==> src/rtl/div_seq_ctrl.sv <==
// Radix-2 restoring divider sequencer for the EX-stage DIV/DIVU path.
// Stalls the pipeline while iterating, then pulses hi/lo write-enables with remainder/quotient.
module div_seq_ctrl #(
  parameter int DATA_W = 32
) (
  input  logic              clk,
  input  logic              rst,
  input  logic              start,
  input  logic              signed_div,
  input  logic [DATA_W-1:0] opdata1,
  input  logic [DATA_W-1:0] opdata2,
  input  logic              annul,
  output logic              stallreq,
  output logic              ready,
  output logic              hi_we,
  output logic              lo_we,
  output logic [DATA_W-1:0] hi_o,
  output logic [DATA_W-1:0] lo_o
);

  localparam int CNT_W = (DATA_W > 1) ? $clog2(DATA_W) : 1;
  localparam logic [CNT_W-1:0] CNT_LAST = CNT_W'(DATA_W - 1);

  typedef enum logic [1:0] {IDLE, DIVZERO, ON, END} state_t;

  state_t            state, state_nxt;
  logic [CNT_W-1:0]  cnt_r;
  logic              neg1_r, neg2_r;
  logic [DATA_W-1:0] dvd_r, dsr_r, rem_r, op1_raw_r;

  logic [DATA_W:0]          shifted;
  logic signed [DATA_W+1:0] trial;
  logic                     qbit;
  logic [DATA_W-1:0]        rem_nxt, quo_nxt;

  // Unsigned magnitude; the most negative value maps onto itself as an unsigned number.
  function automatic logic [DATA_W-1:0] mag(input logic signed [DATA_W-1:0] v, input logic en);
    logic [DATA_W-1:0] u;
    u = v;
    return (en && v[DATA_W-1]) ? (~u + 1'b1) : u;
  endfunction

  function automatic logic [DATA_W-1:0] neg_if(input logic [DATA_W-1:0] v, input logic en);
    return en ? (~v + 1'b1) : v;
  endfunction

  // One restoring step: remainder needs DATA_W+1 bits after the shift, plus a borrow bit.
  always_comb begin
    shifted = {rem_r, dvd_r[DATA_W-1]};
    trial   = $signed({1'b0, shifted}) - $signed({2'b00, dsr_r});
    qbit    = ~trial[DATA_W+1];
    rem_nxt = qbit ? trial[DATA_W-1:0] : shifted[DATA_W-1:0];
    quo_nxt = {dvd_r[DATA_W-2:0], qbit};
  end

  always_ff @(posedge clk) begin
    if (rst) state <= IDLE;
    else     state <= state_nxt;
  end

  always_comb begin
    state_nxt = state;
    case (state)
      IDLE:    if (start) state_nxt = (opdata2 == '0) ? DIVZERO : ON;
      DIVZERO: state_nxt = END;
      ON:      if (cnt_r == CNT_LAST) state_nxt = END;
      END:     state_nxt = IDLE;
      default: state_nxt = IDLE;
    endcase
    if (annul) state_nxt = IDLE;
  end

  // Operand/iteration registers; sign fix-up lands on the final ON edge.
  always_ff @(posedge clk) begin
    if (rst) begin
      cnt_r     <= '0;
      neg1_r    <= 1'b0;
      neg2_r    <= 1'b0;
      dvd_r     <= '0;
      dsr_r     <= '0;
      rem_r     <= '0;
      op1_raw_r <= '0;
    end else if (!annul) begin
      case (state)
        IDLE: if (start) begin
          neg1_r    <= signed_div & opdata1[DATA_W-1];
          neg2_r    <= signed_div & opdata2[DATA_W-1];
          dvd_r     <= mag($signed(opdata1), signed_div);
          dsr_r     <= mag($signed(opdata2), signed_div);
          op1_raw_r <= opdata1;
          rem_r     <= '0;
          cnt_r     <= '0;
        end
        ON: begin
          cnt_r <= cnt_r + 1'b1;
          if (cnt_r == CNT_LAST) begin
            dvd_r <= neg_if(quo_nxt, neg1_r ^ neg2_r);
            rem_r <= neg_if(rem_nxt, neg1_r);
          end else begin
            dvd_r <= quo_nxt;
            rem_r <= rem_nxt;
          end
        end
        DIVZERO: begin
          dvd_r <= '1;
          rem_r <= op1_raw_r;
        end
        default: ;
      endcase
    end
  end

  assign stallreq = ~rst & (((state == IDLE) & start & ~annul) | (state == ON) | (state == DIVZERO));
  assign ready    = (state == END);
  assign hi_we    = ready;
  assign lo_we    = ready;
  assign hi_o     = ready ? rem_r : '0;
  assign lo_o     = ready ? dvd_r : '0;

endmodule

==> config.mk <==
export PLATFORM = sky130hd
export DESIGN_NAME = div_seq_ctrl
export DESIGN_NICKNAME = d
export VERILOG_FILES = /design/src/rtl/div_seq_ctrl.sv
export SDC_FILE = /design/constraint.sdc
export NUM_CORES = 1
export LEC_CHECK = 0
export BUFFER_PORTS_ARGS = -buffer_cell sky130_fd_sc_hd__buf_2
export CORE_AREA = 2 2 147 149
export CTS_CLUSTER_SIZE = 25
export DETAILED_ROUTE_END_ITERATION = 7
export DIE_AREA = 0 0 149 151
export HOLD_SLACK_MARGIN = 0.12
export PLACE_DENSITY = 0.76
export SYNTH_ARGS = -nofsm -noshare
export SYNTH_HDL_FRONTEND = slang
export SYNTH_SLANG_ARGS = --single-unit
==> constraint.sdc <==
create_clock -name clk -period 6.05 [get_ports clk]
set_input_delay 0.3025 -clock clk [delete_from_list [all_inputs] [get_ports clk]]
set_output_delay 0.3025 -clock clk [all_outputs]
set_load 0.01 [all_outputs]
==> run metrics <==
post-synthesis instance area=0.0113 mm^2; switching part of the total=33.1%; TritonCTS clock tree=built; Slew HR=14.5%; RR Startpoint=rem_r[13]$_SDFFE_PP0P_; # Post-CTS Setup Buffers=0; mux share of post-synthesis cell area=0.981%; crit path launch=rem_r[13]$_SDFFE_PP0P_; Post-Synth Adder-Cell Area=4.92%; Num CTS Buffers=17; vias in the first global route=11.1k; Synth async-reset ratio=0%; Synth Area in Simple Gates=25.3%; Worst VDD drop=0.185 mV; Post-Synth XOR/XNOR Area=10.6%; run status=complete, no violations; total of max-cap violations=0; DR vias=12.0k; most common cell in the netlist=nand2_1; port buffer count=136; clock share of power=41.6%; Tmin final=5050 ps; Seq/Total Area, Yosys=24.2%; post-synth net total=1669; clock transition at the registers of the reported paths=70 ps; Detailed Route WL=36.5 mm; largest net degree at the start of global routing=90; Setup-failing EPs final=0; filler cell count=1956; Hold WS=135 ps; HPWL after DPL=26.9 mm; largest family of logic cells by synthesized area=compound AO/OA/AOI/OAI gates; setup TNS=0 ps; worst skew pair latency=440 ps; Inserted Diodes=0; DRT Pass-1 Iters=6; Worst-Margin Slew=1280 ps; first-pass GRT wire length=58.3 mm; All-Layer GR Usage=32.5%; Synth Area in Compound Gates=28.6%; Crit Path Class=reg -> reg; top cell type's share of synthesized area=24.2%; Yosys cell types=91; worst min path class=in -> reg; Slew Viols, Final=0; Root Driver=clkbuf_16; nets@finish=1738; min-delay src=opdata1[31]; total I/O pin count=137; Post-Route Skew=13.0 ps; Via density=6.26; H-tree level count=4; final hold vios=0; Area contributors post-synth=dfxtp_1 (24%), a21oi_1 (6.7%), xnor2_1 (5.9%), nand2_1 (5.8%), nor2_1 (5.6%); worst-case clock buffer depth=2; Data arrival, critical path=5390 ps; DP Cell Count=1881; initial core utilization=54.5%; TritonCTS Sinks=137; Static Leak=5.18 nW; Seq pwr share=36.3%; post-route ant nets=0; ys flop type=dfxtp_1; post-CTS sizing=0; Power Internal=1.83 mW; Power Dens Cells=215 mW/mm^2; combinational power share=22.2%; Max Clock Freq=0.198 GHz; Final Non-Filler Cells=1913; DRC errors left=0; grt ovf=0; CP Data Required Time=6380 ps; routability cong.=0.941; RSZ-0062 raised after global routing=no; CP endpoint kind=register; YS warnings=0; hold_buf cts=0; largest area contributor in the netlist=dfxtp_1; antenna violations before repair=0; net switching power=0.904 mW; DIE AREA=0.0225 mm^2; Die Width=149 um; average size of a mapped cell=7.29 um^2; drt first-iter violations=1160; share of cells above drive strength 1=13.6%; P&R area growth vs syn=12.1%; final worst-path cycle share=83.5%; crit-path max FO=13; crit path launch type=register; WL per Instance=19.1 um; cells after synthesis=1556; number of synthesized flops with an enable pin=0; Std-Cell Rows=53; Synth top cells by count=nand2_1 (176), nor2_1 (170), a21oi_1 (153); Yosys reg bits=137; total core area=0.0208 mm^2; Die H=151 um
==> worst max-delay path, cell delays in order, from the launching register on <==
cell      delay [ps]
dfxtp_1          430
ha_1             410
a21oi_1          250
o21ai_1          160
a221oi_2         380
a21bo_2          260
nand3_2          240
o21ai_0          350
ha_1             280
nand2_1           80
nor4_1           630
a41o_1           280
nand4b_1         300
o31ai_1          390
xor2_1           180
a22oi_1          100
o41ai_2          230
==> power groups by stage <==
stage,registers (mW),logic (mW),clock network (mW)
6_report,0.991,0.606,1.14
5_1_grt,0.996,0.667,1.18
4_1_cts,0.990,0.594,1.14
3_5_place_dp,1.01,0.589,0
3_3_place_gp,1.01,0.584,0
2_1_floorplan,0.995,0.425,0
==> placed cells by master, fill, tap and decap left out, types with 14 or more instances in the layout <==
cell type  netlist  final
nand2_1        176    176
nor2_1         170    169
a21oi_1        153    153
dfxtp_1        137    137
buf_2           14    135
and2_1          77     77
xnor2_1         77     77
o21ai_0         75     75
xor2_1          60     60
inv_1           53     53
ha_1            43     42
a211oi_1        41     41
nor3_1          31     30
nor4_1          22     22
a22oi_1         21     21
o31ai_1         19     19
a2111oi_0       19     19
nand3_1         17     17
clkbuf_16        0     17
nand4_1         16     16
a31oi_1         16     16
buf_4            5     16
nand2b_1        14     14
==> per-layer routing <==
metal,GRT usage [%],vias to the layer above,routed length (um)
met5,0,-,0
met4,10.6,0,760
met3,4.16,65,2370
met2,52.0,489,16700
met1,45.4,5654,16700
li1,-,5760,-
==> cell type report <==
class,count,area [um^2],area share [%]
clock buffers,17,425,3.35
repair buffers,151,796,6.26
flip-flops and latches,137,2740,21.6
inverters,55,206,1.62
clock inverters,15,203,1.59
well taps,275,344,2.71
multi-input cells,1263,8000,62.9
==> logic make-up (layout without fill, tap and decap cells) <==
| group | Yosys count | count (layout) |
|---|---|---|
| compound gates | 480 | 480 |
| xor+xnor | 137 | 137 |
| fa+ha+maj | 44 | 44 |
| buf+inv | 156 | 238 |
| flops | 137 | 137 |
| mux | 11 | 11 |
| simple gates | 591 | 591 |
==> final timing paths <==
| path | end | slack, ps | cells past startpoint |
|---|---|---|---|
| min | op1_raw_r[31]$_SDFFE_PP0P_ | 140 | 3 |
| max | rem_r[20]$_SDFFE_PP0P_ | 1000 | 16 |
| min reg2reg | dsr_r[31]$_SDFFE_PP0P_ | 450 | 2 |
| max reg2reg | rem_r[20]$_SDFFE_PP0P_ | 1000 | 16 |
==> state kept, by name, summed over array words and instances, names as in the netlist <==
name       cells
neg1_r         1
dvd_r         32
neg2_r         1
cnt_r          5
op1_raw_r     32
dsr_r         32
rem_r         32
state          2
==> metrics by stage <==
stage / area [um^2] / setup slack, ps / util (%) / power (mW)
finish: 12700 / 996 / 61.1 / 2.73
global route: 12700 / 539 / 61.1 / 2.84
CTS: 12700 / 1140 / 61.1 / 2.73
detailed placement: 12100 / 1240 / 58.0 / 1.60
global placement: 12100 / 1430 / 58.0 / 1.59
floorplan: 11300 / 1640 / - / 1.42
Power figures use the tool's default switching activity.
